==> config.mk <==
export PLATFORM = sky130hd
export DESIGN_NAME = mux21_arb
export DESIGN_NICKNAME = d
export VERILOG_FILES = /design/src/rtl/mux21_arb_pkg.sv /design/src/rtl/mux21_arb_fsm.sv /design/src/rtl/mux21_arb.sv
export SDC_FILE = /design/constraint.sdc
export NUM_CORES = 1
export LEC_CHECK = 0
export ABC_AREA = 1
export BUFFER_PORTS_ARGS = -buffer_cell sky130_fd_sc_hd__buf_2
export CAP_MARGIN = 15
export CORE_ASPECT_RATIO = 1.5
export CORE_MARGIN = 1
export CORE_UTILIZATION = 51
export DETAILED_ROUTE_END_ITERATION = 16
export PLACE_DENSITY = 0.78
export SYNTH_ARGS = -nofsm -noshare
export SYNTH_HDL_FRONTEND = slang
export SYNTH_SLANG_ARGS = --single-unit
export TNS_END_PERCENT = 50
==> constraint.sdc <==
create_clock -name CK -period 2.4 [get_ports CK]
set_clock_uncertainty 0.1 [all_clocks]
set_input_delay 0.24 -clock CK [delete_from_list [all_inputs] [get_ports CK]]
set_output_delay 0.24 -clock CK [all_outputs]
set_load 0.02 [all_outputs]
==> src/rtl/mux21_arb_pkg.sv <==
// Shared state encoding and hold-counter width for the 2:1 round-robin arbiter.
package mux21_arb_pkg;

    typedef enum logic [1:0] {
        IDLE = 2'b00,
        G0   = 2'b01,
        G1   = 2'b10
    } state_t;

    localparam int HCNT_W = 8;

endpackage

==> src/rtl/mux21_arb_fsm.sv <==
// Round-robin grant FSM with per-grant burst limit; grants registered, one edge after request.
// Exposes next-state grants so the select register can switch on the same edge as the grants.
module mux21_arb_fsm
    import mux21_arb_pkg::*;
#(
    parameter int MAXHOLD = 4
) (
    input  logic clk,
    input  logic rst_n,
    input  logic req0,
    input  logic req1,
    output logic gnt0,
    output logic gnt1,
    output logic nxt_gnt0,
    output logic nxt_gnt1
);

    localparam logic [HCNT_W-1:0] HOLD_MAX  = HCNT_W'(MAXHOLD);
    localparam logic [HCNT_W-1:0] HOLD_LAST = HCNT_W'(MAXHOLD - 1);

    state_t              state;
    state_t              nxt_state;
    logic                last;
    logic                nxt_last;
    logic [HCNT_W-1:0]   hcnt;
    logic [HCNT_W-1:0]   nxt_hcnt;
    logic                entry;

    always_ff @(posedge clk or negedge rst_n) begin
        if (!rst_n) begin
            state <= IDLE;
            last  <= 1'b1;
            hcnt  <= '0;
        end else begin
            state <= nxt_state;
            last  <= nxt_last;
            hcnt  <= nxt_hcnt;
        end
    end

    always_comb begin
        nxt_state = state;
        unique case (state)
            IDLE: begin
                if (req0 && req1)  nxt_state = last ? G0 : G1;
                else if (req0)     nxt_state = G0;
                else if (req1)     nxt_state = G1;
            end
            G0: begin
                if (!req0)                          nxt_state = req1 ? G1 : IDLE;
                else if (req1 && hcnt >= HOLD_LAST) nxt_state = G1;
            end
            G1: begin
                if (!req1)                          nxt_state = req0 ? G0 : IDLE;
                else if (req0 && hcnt >= HOLD_LAST) nxt_state = G0;
            end
            default: nxt_state = IDLE;
        endcase
    end

    // Uncontended holders keep counting; the counter wraps instead of forcing a release.
    always_comb begin
        nxt_last = last;
        nxt_hcnt = hcnt;
        entry    = (nxt_state != state) && (nxt_state != IDLE);
        if (entry) begin
            nxt_last = (nxt_state == G1);
            nxt_hcnt = '0;
        end else if (state != IDLE) begin
            nxt_hcnt = (hcnt >= HOLD_MAX) ? '0 : hcnt + 1'b1;
        end
    end

    assign gnt0     = (state == G0);
    assign gnt1     = (state == G1);
    assign nxt_gnt0 = (nxt_state == G0);
    assign nxt_gnt1 = (nxt_state == G1);

endmodule

==> src/rtl/mux21_arb.sv <==
// Arbitrated 2:1 mux: GNT/SD one edge after request, Z/ZV one edge after grant.
// Sources are held off by withholding grant; Z holds its value while no grant is active.
module mux21_arb
    import mux21_arb_pkg::*;
#(
    parameter int WIDTH   = 8,
    parameter int MAXHOLD = 4
) (
    input  logic             CK,
    input  logic             CDN,
    input  logic             REQ0,
    input  logic             REQ1,
    input  logic [WIDTH-1:0] D0,
    input  logic [WIDTH-1:0] D1,
    output logic             GNT0,
    output logic             GNT1,
    output logic             SD,
    output logic [WIDTH-1:0] Z,
    output logic             ZV
);

    logic nxt_gnt0;
    logic nxt_gnt1;

    mux21_arb_fsm #(.MAXHOLD(MAXHOLD)) u_fsm (
        .clk      (CK),
        .rst_n    (CDN),
        .req0     (REQ0),
        .req1     (REQ1),
        .gnt0     (GNT0),
        .gnt1     (GNT1),
        .nxt_gnt0 (nxt_gnt0),
        .nxt_gnt1 (nxt_gnt1)
    );

    // SD follows the incoming grant so it flips on the same edge as GNT; it holds through IDLE.
    always_ff @(posedge CK or negedge CDN) begin
        if (!CDN) begin
            SD <= 1'b0;
            Z  <= '0;
            ZV <= 1'b0;
        end else begin
            if (nxt_gnt0)      SD <= 1'b0;
            else if (nxt_gnt1) SD <= 1'b1;
            ZV <= GNT0 | GNT1;
            if (GNT0 | GNT1) Z <= SD ? D1 : D0;
        end
    end

endmodule
==> impl_metrics.py <==
metrics = {
    "clock_network": {
        "root_buffer": "clkbuf_4",
        "clockBufferDepth": 2,
        "clock_latency_ns": 0.29,
        "cts_sinks": 21,
        "post_cts_buffers": 0,
        "post_cts_resized": 0,
        "cts_inserted_buffers": 3,
        "path_clk_slew_ns": 0.10,
        "h-tree-depth": 1,
        "cts_tree": "done",
    },
    "yosys": {
        "synth_compound_area_frac": 0.100,
        "syn_avg_cell_area_sq_um": 7.95,
        "yosys-top-cells-area": "dfrtp_1 (43%), nand2_1 (12%), ha_1 (9.6%)",
        "syn_area_sq_um": 1180,
        "synth_simple_gate_area_frac": 0.283,
        "yosys.area.top_type_share": 0.426,
        "synth_edf_count": 0,
        "yosys_most_used_dff": "dfrtp_1",
        "synth_top_cell_by_area": "dfrtp_1",
        "synthTopCellsByCount": "nand2_1 (38), dfrtp_1 (20), nor2_1 (20)",
        "synth.mux.area_fraction": 0,
        "syn_inst": 148,
        "async_reset_ff_frac": 1.00,
        "syn-num-nets": 177,
        "yosysMostFrequentCell": "nand2_1",
        "synth.distinct_cells": 20,
        "synthAdderAreaFrac": 0.0957,
        "synth_seq_cells": 21,
        "synth_xor_area_frac": 0,
        "synth-seq-area-share": 0.448,
        "yosys_warnings": 0,
        "synth_top_family_by_area": "simple AND/OR/NAND/NOR gates",
    },
    "die": {
        "start_util": 0.560,
        "io_pins": 32,
        "die_area_sq_um": 2510,
        "num_rows": 20,
        "die_height_um": 60.8,
        "coreArea_sq_um": 2100,
        "chipWidth_um": 41.2,
    },
    "sta": {
        "fmax_mhz": 497,
        "fin_crit_sh": 0.839,
        "finalHoldViolations": 0,
        "slew_headroom": 0.668,
        "slew_violations": 0,
        "min_period_ns": 2.01,
        "finalSetupViolations": 0,
        "hold_slack_ns": 0.0915,
        "rsz0062_at_grt": "false",
        "worstMarginPinSlew_ns": 0.499,
        "tns_ns": 0,
    },
    "global_routing": {
        "first_global_vias": 960,
        "grtUsageTotal": 0.207,
        "antenna_found_initial": 0,
        "grt_overflow": 0,
        "grt_max_degree": 22,
        "grt_first_pass_wirelength_mm": 3.55,
    },
    "route": {
        "wirelength_mm": 2.20,
        "drtIter0Drc": 21,
        "drc": 0,
        "routedWlPerCell_um": 10.8,
        "vias_per_cell": 5.19,
        "firstDrtPassIters": 4,
        "vias": 1053,
        "antenna_left": 0,
    },
    "place": {
        "place.port_buffers": 31,
        "gp_congestion": 0.717,
        "place_hpwl_mm": 1.75,
    },
    "flow_run": {
        "drv_cap": 0,
    },
    "cells_and_area": {
        "area_delta_synth_final_pct": 18.0,
        "fin_nets": 211,
        "diodes": 0,
        "layout-drive-gt1-share": 0.287,
    },
    "min_path": {
        "holdCritPathClass": "input port to flip-flop",
        "worstHoldPathCells": 3,
    },
    "power_and_ir_drop": {
        "ir_drop_v": 0.000765,
        "p_per_area_nw_per_um2": 1300,
        "power.leakage_nw": 0.737,
    },
    "worst_setup_path": {
        "worstPathArrival_ns": 2.10,
        "setup.worst_path.start_class": "flip-flop",
        "rr_worst_depth": 12,
        "crit_type": "flip-flop to flip-flop",
        "end_kind": "flip-flop",
        "crit_required_ns": 2.49,
        "cp_max_fo": 8,
    },
    "outcome": {
        "status": "completed",
    },
}
[sequential cells by signal, indices dropped and copies added, names as in the netlist]
signal       flops
Z                8
u_fsm.hcnt       8
u_fsm.state      2
SD               1
ZV               1
u_fsm.last       1
[power breakdown]
group	internal, W	total [W]	switching [W]
sequential	0.000486	0.000574	0.0000879
combinational	0.000363	0.00107	0.000704
clock	0.0000646	0.000158	0.0000937
[layout make-up]
cell class	count	area [sq um]
sequential	21	527
timing repair buffer	33	173
fill	196	714
clock buffer	4	26.3
tap	22	27.5
multi-input combinational	106	563
inverter	17	71.3
[cell families after synthesis]
group / Yosys count
compound gates: 20
fa+ha+maj: 9
buf+inv: 21
flops: 21
simple gates: 77
[through the flow]
stage          instances  setup slack, ns   util  cell area, sq um  total power (W)
4_1_cts              203            0.367  0.660              1390          0.00182
2_1_floorplan        148            0.430      -              1180          0.00138
6_report             203            0.386  0.660              1390          0.00180
3_3_place_gp         198            0.441  0.643              1350          0.00160
3_5_place_dp         198            0.388  0.643              1350          0.00165
5_1_grt              203            0.223  0.660              1390          0.00197
[worst max-delay path, stage by stage, from the launching register on]
cell and delay, ns:
dfrtp_1 0.44, inv_1 0.16, ha_1 0.22, o21ai_0 0.10, a21oi_1 0.15, a21oi_1 0.06
nand2_1 0.10, nand2_2 0.08, ha_1 0.20, inv_1 0.10, nand2_4 0.08, inv_8 0.09
nor2_2 0.03
[metal layers]
metal	vias to the layer above	track usage	routed length, um	part of all wire
met5	-	0	0	0
met1	488	0.199	888	0.40
li1	529	-	-	-
met3	2	0.0256	97	0.044
met4	0	0.0829	16	0.0073
met2	34	0.404	1200	0.54
[cells in the final DEF (no fill, tap or decap)]
cell type | synthesis | layout
nor2_2 | 8 | 8
buf_4 | 0 | 1
nor2_1 | 20 | 20
o21ai_2 | 1 | 1
nand2_1 | 38 | 38
o21ai_0 | 3 | 3
a31oi_1 | 8 | 8
buf_2 | 0 | 31
nand3_1 | 4 | 4
inv_1 | 15 | 15
clkbuf_1 | 4 | 1
ha_1 | 9 | 9
clkbuf_4 | 0 | 3
nand2_2 | 3 | 3
inv_2 | 1 | 1
o21ai_1 | 1 | 1
dlygate4sd3_1 | 0 | 1
a21oi_1 | 6 | 6
nor3_1 | 3 | 3
dfstp_2 | 1 | 1
nand2_4 | 1 | 1
inv_8 | 1 | 1
dfrtp_1 | 20 | 20
a21oi_2 | 1 | 1
[timing repair]
item,CTS,global route
endpoints found under the setup margin,0,0
hold endpoints to repair,20,0
hold buffers,1,0
[final timing paths]
path	endpoint	slack (ns)	startpoint
max	u_fsm.hcnt[0]$_DFFE_PN0P_	0.39	u_fsm.state[0]$_DFF_PN0_
min	Z[3]$_DFFE_PN0P_	0.09	D0[3]
max reg2reg	u_fsm.hcnt[0]$_DFFE_PN0P_	0.39	u_fsm.state[0]$_DFF_PN0_
min reg2reg	u_fsm.last$_DFFE_PN1P_	0.37	u_fsm.last$_DFFE_PN1P_
max in group asynchronous	u_fsm.last$_DFFE_PN1P_	1.55	CDN
min in group asynchronous	Z[7]$_DFFE_PN0P_	0.32	CDN
(Power assumes the default switching activity.)
